## src/rtl/uart_msg_sequencer.sv

```systemverilog
// rtl/uart_msg_sequencer.sv - queues colour/node events and streams ASCII status frames to the UART TX
// Optional feature macro: MSG_CRLF_EN (appends CR LF to every frame)
module uart_msg_sequencer #(
  parameter int FIFO_DEPTH = 4,
  parameter int GAP_CYCLES = 16
) (
  input  logic       CLOCK,
  input  logic       RESET,
  input  logic       event_valid,
  input  logic [2:0] event_color,
  input  logic [3:0] event_node,
  output logic       event_ready,
  output logic [7:0] tx_byte,
  output logic       tx_valid,
  input  logic       tx_ready,
  output logic       busy,
  output logic       overflow,
  output logic [7:0] msg_count
);

  localparam int PW = (FIFO_DEPTH > 1) ? $clog2(FIFO_DEPTH) : 1;
  localparam int CW = PW + 1;
  localparam int GW = (GAP_CYCLES > 1) ? $clog2(GAP_CYCLES) : 1;
`ifdef MSG_CRLF_EN
  localparam logic [3:0] LAST_IDX = 4'd11;
`else
  localparam logic [3:0] LAST_IDX = 4'd9;
`endif

  typedef enum logic [1:0] {S_IDLE, S_LOAD, S_SEND, S_GAP} state_t;

  // event queue storage: entry = {color, node}
  logic [6:0]    mem_q [FIFO_DEPTH];
  logic [PW-1:0] wr_ptr_q;
  logic [PW-1:0] rd_ptr_q;
  logic [CW-1:0] count_q;
  logic [CW-1:0] count_d;
  logic          ready_q;
  logic          overflow_q;

  // frame sequencer state
  state_t        state_q;
  logic [2:0]    color_q;
  logic [3:0]    node_q;
  logic [3:0]    idx_q;
  logic [GW-1:0] gap_q;
  logic [7:0]    tx_byte_q;
  logic          tx_valid_q;
  logic [7:0]    msg_count_q;

  logic       push;
  logic       pop;
  logic [6:0] head;

  // colour 0 means "no event": it is handshaken but never stored
  assign push = event_valid & ready_q & (event_color != 3'd0);
  // only LOAD pops, and LOAD is entered solely with a non-empty queue
  assign pop  = (state_q == S_LOAD);
  assign head = mem_q[rd_ptr_q];

  // ASCII byte at position idx of the frame "SI-W<d>-<c1><c2>-#"
  function automatic logic [7:0] frame_byte(input logic [3:0] idx,
                                            input logic [2:0] color,
                                            input logic [3:0] node);
    logic [7:0] c1;
    logic [7:0] c2;
    logic [7:0] digit;
    logic [7:0] b;
    case (color)
      3'd1:    begin c1 = 8'h46; c2 = 8'h49; end
      3'd2:    begin c1 = 8'h43; c2 = 8'h54; end
      3'd3:    begin c1 = 8'h53; c2 = 8'h53; end
      default: begin c1 = 8'h58; c2 = 8'h58; end
    endcase
    digit = (node > 4'd9) ? 8'h58 : (8'h30 + {4'd0, node});
    case (idx)
      4'd0:    b = 8'h53;
      4'd1:    b = 8'h49;
      4'd2:    b = 8'h2D;
      4'd3:    b = 8'h57;
      4'd4:    b = digit;
      4'd5:    b = 8'h2D;
      4'd6:    b = c1;
      4'd7:    b = c2;
      4'd8:    b = 8'h2D;
      4'd9:    b = 8'h23;
`ifdef MSG_CRLF_EN
      4'd10:   b = 8'h0D;
      4'd11:   b = 8'h0A;
`endif
      default: b = 8'h00;
    endcase
    return b;
  endfunction

  // next queue occupancy; simultaneous push and pop cancel out
  always_comb begin
    count_d = count_q;
    case ({push, pop})
      2'b10:   count_d = count_q + CW'(1);
      2'b01:   count_d = count_q - CW'(1);
      default: count_d = count_q;
    endcase
  end

  // queue storage writes (data needs no reset, pointers gate validity)
  always_ff @(posedge CLOCK) begin
    if (push) begin
      mem_q[wr_ptr_q] <= {event_color, event_node};
    end
  end

  // queue pointers, occupancy, registered ready and sticky overflow
  always_ff @(posedge CLOCK) begin
    if (RESET) begin
      wr_ptr_q   <= '0;
      rd_ptr_q   <= '0;
      count_q    <= '0;
      ready_q    <= 1'b1;
      overflow_q <= 1'b0;
    end else begin
      if (push) begin
        wr_ptr_q <= wr_ptr_q + PW'(1);
      end
      if (pop) begin
        rd_ptr_q <= rd_ptr_q + PW'(1);
      end
      count_q <= count_d;
      ready_q <= (count_d != CW'(FIFO_DEPTH));
      if (event_valid && !ready_q) begin
        overflow_q <= 1'b1;
      end
    end
  end

  // frame FSM with registered tx outputs; tx_byte/tx_valid only change on a transfer
  always_ff @(posedge CLOCK) begin
    if (RESET) begin
      state_q     <= S_IDLE;
      color_q     <= '0;
      node_q      <= '0;
      idx_q       <= '0;
      gap_q       <= '0;
      tx_byte_q   <= '0;
      tx_valid_q  <= 1'b0;
      msg_count_q <= '0;
    end else begin
      case (state_q)
        S_IDLE: begin
          if (count_q != '0) begin
            state_q <= S_LOAD;
          end
        end
        S_LOAD: begin
          color_q    <= head[6:4];
          node_q     <= head[3:0];
          idx_q      <= 4'd0;
          tx_byte_q  <= frame_byte(4'd0, head[6:4], head[3:0]);
          tx_valid_q <= 1'b1;
          state_q    <= S_SEND;
        end
        S_SEND: begin
          if (tx_ready) begin
            if (idx_q == LAST_IDX) begin
              tx_valid_q  <= 1'b0;
              msg_count_q <= msg_count_q + 8'd1;
              gap_q       <= '0;
              state_q     <= (GAP_CYCLES == 0) ? S_IDLE : S_GAP;
            end else begin
              idx_q     <= idx_q + 4'd1;
              tx_byte_q <= frame_byte(idx_q + 4'd1, color_q, node_q);
            end
          end
        end
        S_GAP: begin
          if (gap_q == GW'(GAP_CYCLES - 1)) begin
            state_q <= S_IDLE;
          end else begin
            gap_q <= gap_q + GW'(1);
          end
        end
        default: state_q <= S_IDLE;
      endcase
    end
  end

  assign event_ready = ready_q;
  assign overflow    = overflow_q;
  assign tx_byte     = tx_byte_q;
  assign tx_valid    = tx_valid_q;
  assign msg_count   = msg_count_q;
  assign busy        = (state_q != S_IDLE) || (count_q != '0);

endmodule

```

## config.mk

```make
export PLATFORM = sky130hd
export DESIGN_NAME = uart_msg_sequencer
export DESIGN_NICKNAME = d
export VERILOG_FILES = /design/src/rtl/uart_msg_sequencer.sv
export SDC_FILE = /design/constraint.sdc
export NUM_CORES = 1
export LEC_CHECK = 0
export CAP_MARGIN = 20
export CORE_MARGIN = 2
export CORE_UTILIZATION = 52
export CTS_CLUSTER_DIAMETER = 60
export DETAILED_ROUTE_END_ITERATION = 8
export PLACE_DENSITY_LB_ADDON = 0.1
export SLEW_MARGIN = 10
export SYNTH_ARGS = -nofsm -noshare
export SYNTH_HDL_FRONTEND = slang
export SYNTH_SLANG_ARGS = --single-unit
export TNS_END_PERCENT = 30
```

## constraint.sdc

```tcl
create_clock -name CLOCK -period 2.4 [get_ports CLOCK]
set_input_delay 0.48 -clock CLOCK [delete_from_list [all_inputs] [get_ports CLOCK]]
set_output_delay 0.48 -clock CLOCK [all_outputs]
set_load 0.01 [all_outputs]
```

==> results_tabular.tex <==
\begin{tabular}{lr}
\hline
Metric & Value \\
\hline
\multicolumn{2}{l}{\textbf{STA}} \\
\quad Final Hold Vio Count & 0 \\
\quad Setup repair after global routing missed its margin & false \\
\quad Count of final setup violators & 0 \\
\quad Transition time at the pin with the least slew margin & between 0.6 and 0.7 ns \\
\quad Minimum clock period & approximately 2.2 ns \\
\quad Period Utilization, post-route & 91.1\% \\
\quad Clock Skew & between 0.007 and 0.008 ns \\
\quad Max Fclk & approximately 0.46 GHz \\
\quad Worst-case headroom to the max-slew limit & between 50\% and 60\% \\
\quad Max-slew violation count & 0 \\
\quad Fin Hold WS & about 0.46 ns \\
\multicolumn{2}{l}{\textbf{Clocking}} \\
\quad Deepest clock path buffer count & 2 \\
\quad Root buffer selected by CTS & sky130\_fd\_sc\_hd\_\_clkbuf\_8 \\
\quad Depth of the CTS H-tree & 3 \\
\quad Count of clock tree sinks & 70 \\
\quad Clock latency reported for the late side of the worst-skew pair & between 0.3 and 0.4 ns \\
\quad Clock transition at the registers of the reported paths & about 0.080 ns \\
\quad Hold buffer count at CTS & 0 \\
\quad TritonCTS Buffers & 9 \\
\quad CTS tree & yes \\
\multicolumn{2}{l}{\textbf{Critical path}} \\
\quad Maximum fanout encountered on the critical timing path & 4 \\
\quad Critical Path End Type & output pin \\
\quad Origin of the worst setup path & state\_q[0]\$\_SDFFE\_PP0P\_ \\
\quad Reg-to-reg startpoint & idx\_q[0]\$\_SDFFE\_PP0P\_ \\
\quad Type of the worst setup path & flop to output pin \\
\quad Required time at the worst-slack endpoint & approximately 1.9 ns \\
\quad Crit path DAT & approximately 1.7 ns \\
\quad Type of element launching the critical path & flop \\
\multicolumn{2}{l}{\textbf{Synth}} \\
\quad Combined area of all synthesized cells & 0.00348 mm² \\
\quad Cell type with the largest total area after synthesis & sky130\_fd\_sc\_hd\_\_dfxtp\_1 \\
\quad Synth cell types & between 50 and 60 \\
\quad Nets in the synthesized netlist & 367 \\
\quad Seq/Total Area, Yosys & between 40\% and 50\% \\
\quad Per-instance average area after synthesis & 10.3 µm² \\
\quad Flip-flop and latch count after synthesis & 70 \\
\quad Leading cell type by number of instances after synthesis & sky130\_fd\_sc\_hd\_\_nor2\_1 \\
\quad Most common flop cell mapped by yosys & sky130\_fd\_sc\_hd\_\_dfxtp\_1 \\
\quad Largest cells by area after synthesis & sky130\_fd\_sc\_hd\_\_dfxtp\_1, sky130\_fd\_sc\_hd\_\_edfxtp\_1, sky130\_fd\_sc\_hd\_\_ha\_1, sky130\_fd\_sc\_hd\_\_nor2\_1, sky130\_fd\_sc\_hd\_\_mux4\_2 \\
\quad Synth async-reset ratio & 0\% \\
\quad Number of synthesized flops with an enable pin & 28 \\
\quad Top cell types by occurrence after synthesis & sky130\_fd\_sc\_hd\_\_nor2\_1, sky130\_fd\_sc\_hd\_\_dfxtp\_1, sky130\_fd\_sc\_hd\_\_edfxtp\_1 \\
\quad Synth warnings & 0 \\
\quad Post-Synthesis Cells & approximately 340 \\
\quad Synth top area share & between 20\% and 30\% \\
\multicolumn{2}{l}{\textbf{Layout}} \\
\quad Number of antenna diodes & 0 \\
\quad Multi-input logic area & 0.00167 mm² \\
\quad Register area & 0.00168 mm² \\
\quad Fraction of final layout cells sized beyond drive strength 1 & about an eighth \\
\quad Final layout net count & about 410 \\
\quad FILL cells & about 550 \\
\quad Area added between synthesis and finish & 18.9\% \\
\multicolumn{2}{l}{\textbf{Flow run}} \\
\quad Max-cap check violation count & 0 \\
\multicolumn{2}{l}{\textbf{Global routing}} \\
\quad Total congestion overflow after global routing & 0 \\
\quad Total Routing Usage GR & 19.8\% \\
\quad Antenna violations before repair & 0 \\
\quad Maximum number of pins on one net before global-route repair & 21 \\
\quad Global-route wire length before repair & $\sim$11 mm \\
\quad Via count of the first global-routing pass & 2475 \\
\multicolumn{2}{l}{\textbf{Die}} \\
\quad Boundary pin count & 31 \\
\quad FP Rows & 29 \\
\quad Overall die area & approximately 0.0074 mm² \\
\quad Core area & approximately 0.0064 mm² \\
\quad Die Ht & approximately 86 µm \\
\quad Die X & approximately 86 µm \\
\quad Initial Util & a little over half \\
\multicolumn{2}{l}{\textbf{Routing}} \\
\quad Number of DRC violations after detailed-routing iteration 0 & 96 \\
\quad Detailed-route via count & 2564 \\
\quad Antenna Violating Nets Remaining & 0 \\
\quad DRT Wirelength & 6.71 mm \\
\quad Post-DR vias/cell & 5.59 \\
\quad Routed length per placed instance & $\sim$15 µm \\
\quad DRC Markers & 4 \\
\quad Pre-antenna DRT Iters & 9 \\
\multicolumn{2}{l}{\textbf{Placed design}} \\
\quad Quantity of I/O buffers inserted on ports & 29 \\
\quad GP Congestion & just under 0.9 \\
\quad Half-perimeter wire length of the detailed placement result & about 4.9 mm \\
\multicolumn{2}{l}{\textbf{Pwr}} \\
\quad Power per cell area & 903 mW/mm² \\
\quad Leakage power & between 0.0015 and 0.002 µW \\
\quad Maximum resistive drop on vdd & between 0.5 and 0.6 mV \\
\quad Power after layout & 3730 µW \\
\multicolumn{2}{l}{\textbf{Outcome}} \\
\quad Failing checks & DRC \\
\quad Run status & finished, violations left \\
\multicolumn{2}{l}{\textbf{Hold path}} \\
\quad Kind of path behind the tightest hold check & flop to flop \\
\quad Hold Crit Start & tx\_byte[5]\$\_SDFFE\_PP0P\_ \\
\hline
\end{tabular}
==> report_power, final <==
part / internal, µW / switching, µW / total (µW) / leakage (µW)
Sequential: 1420 / 174 / 1590 / 0.000598
Combinational: 550 / 520 / 1070 / 0.000839
Clock: 601 / 472 / 1070 / 0.000116
==> final timing paths <==
kind	cells past startpoint	end	slack [ns]
worst max-delay path	4	busy	0.21
worst min-delay path	2	tx_byte[5]$_SDFFE_PP0P_	0.46
worst max register to register	5	tx_byte[0]$_SDFFE_PP0P_	0.27
worst min register to register	2	tx_byte[5]$_SDFFE_PP0P_	0.46
==> kinds of logic after synthesis <==
family	synth area share, %
adder cells (fa/ha/maj)	6.69
flip-flops	48.3
XOR/XNOR	4.75
multiplexers	7.45
AO/OA/AOI/OAI	11.6
AND/OR/NAND/NOR	17.2
other	0.108
buffers and inverters	3.85
==> through the flow <==
step / instance area, µm² / worst slack, ns / setup TNS (ns) / util (%) / instances
6_report: 4140 / 0.213 / 0 / 64.4 / 459
3_3_place_gp: 3880 / -0.304 / -0.511 / 60.4 / 442
5_1_grt: 4140 / 0.0787 / 0 / 64.4 / 459
2_1_floorplan: 3480 / 0.0843 / 0 / - / 338
3_5_place_dp: 3880 / -0.342 / -0.575 / 60.4 / 442
4_1_cts: 4110 / 0.0260 / 0 / 64.0 / 458
==> cells in the final DEF, fill, tap and decap left out, types with 4 or more instances in the layout <==
cell                              synthesis  routed
sky130_fd_sc_hd__clkbuf_8                 0       9
sky130_fd_sc_hd__or3_1                    4       4
sky130_fd_sc_hd__and2_1                   8       8
sky130_fd_sc_hd__xnor2_1                  5       5
sky130_fd_sc_hd__nor2_1                  51      51
sky130_fd_sc_hd__dfxtp_1                 42      42
sky130_fd_sc_hd__ha_1                    17      16
sky130_fd_sc_hd__xor2_1                  12      12
sky130_fd_sc_hd__nand3_1                 11      11
sky130_fd_sc_hd__clkdlybuf4s50_1          0      26
sky130_fd_sc_hd__nand2_1                 23      23
sky130_fd_sc_hd__edfxtp_1                28      28
sky130_fd_sc_hd__buf_4                    2      13
sky130_fd_sc_hd__o21ai_0                 13      13
sky130_fd_sc_hd__inv_1                   16      16
sky130_fd_sc_hd__nand4_1                  4       4
sky130_fd_sc_hd__mux2i_1                  9       9
sky130_fd_sc_hd__mux4_2                   7       7
sky130_fd_sc_hd__nor2b_1                  4       4
sky130_fd_sc_hd__a21oi_1                 19      18
sky130_fd_sc_hd__nand2b_1                 4       4
sky130_fd_sc_hd__nor3_1                   4       4
==> timing repair <==
action,4_1_cts,5_1_grt
setup endpoints to repair,0,2
gates resized for setup,0,6
setup buffers,0,1
==> per-layer routing <==
layer / global-route usage (%) / routed length, µm / vias to the layer above / part of all wire (%)
met5: 0 / 0 / - / 0
li1: - / - / 1286 / -
met3: 4.62 / 243 / 12 / 3.6
met2: 30.8 / 3140 / 52 / 47
met4: 9.81 / 173 / 0 / 2.6
met1: 26.1 / 3150 / 1214 / 47
==> registers in the layout, indices dropped and copies added (netlist names) <==
name / count
color_q: 3
count_q: 3
event_ready: 1
gap_q: 4
idx_q: 4
mem_q: 28
msg_count: 8
node_q: 4
overflow: 1
rd_ptr_q: 2
state_q: 2
tx_byte: 7
tx_valid: 1
wr_ptr_q: 2
==> final cells by class <==
class	instances	area share, %
clock buffer	9	3.00
clock inverter	7	2.57
inverter	16	1.45
multi-input combinational	238	40.4
sequential	70	40.7
tap	77	2.33
timing repair buffer	42	9.56
==> critical path, stage by stage (launching register included) <==
cell                              delay, ns
sky130_fd_sc_hd__dfxtp_1               0.40
sky130_fd_sc_hd__inv_1                 0.10
sky130_fd_sc_hd__ha_1                  0.22
sky130_fd_sc_hd__nand3b_1              0.11
sky130_fd_sc_hd__clkdlybuf4s50_1       0.55
(Power assumes the default switching activity.)
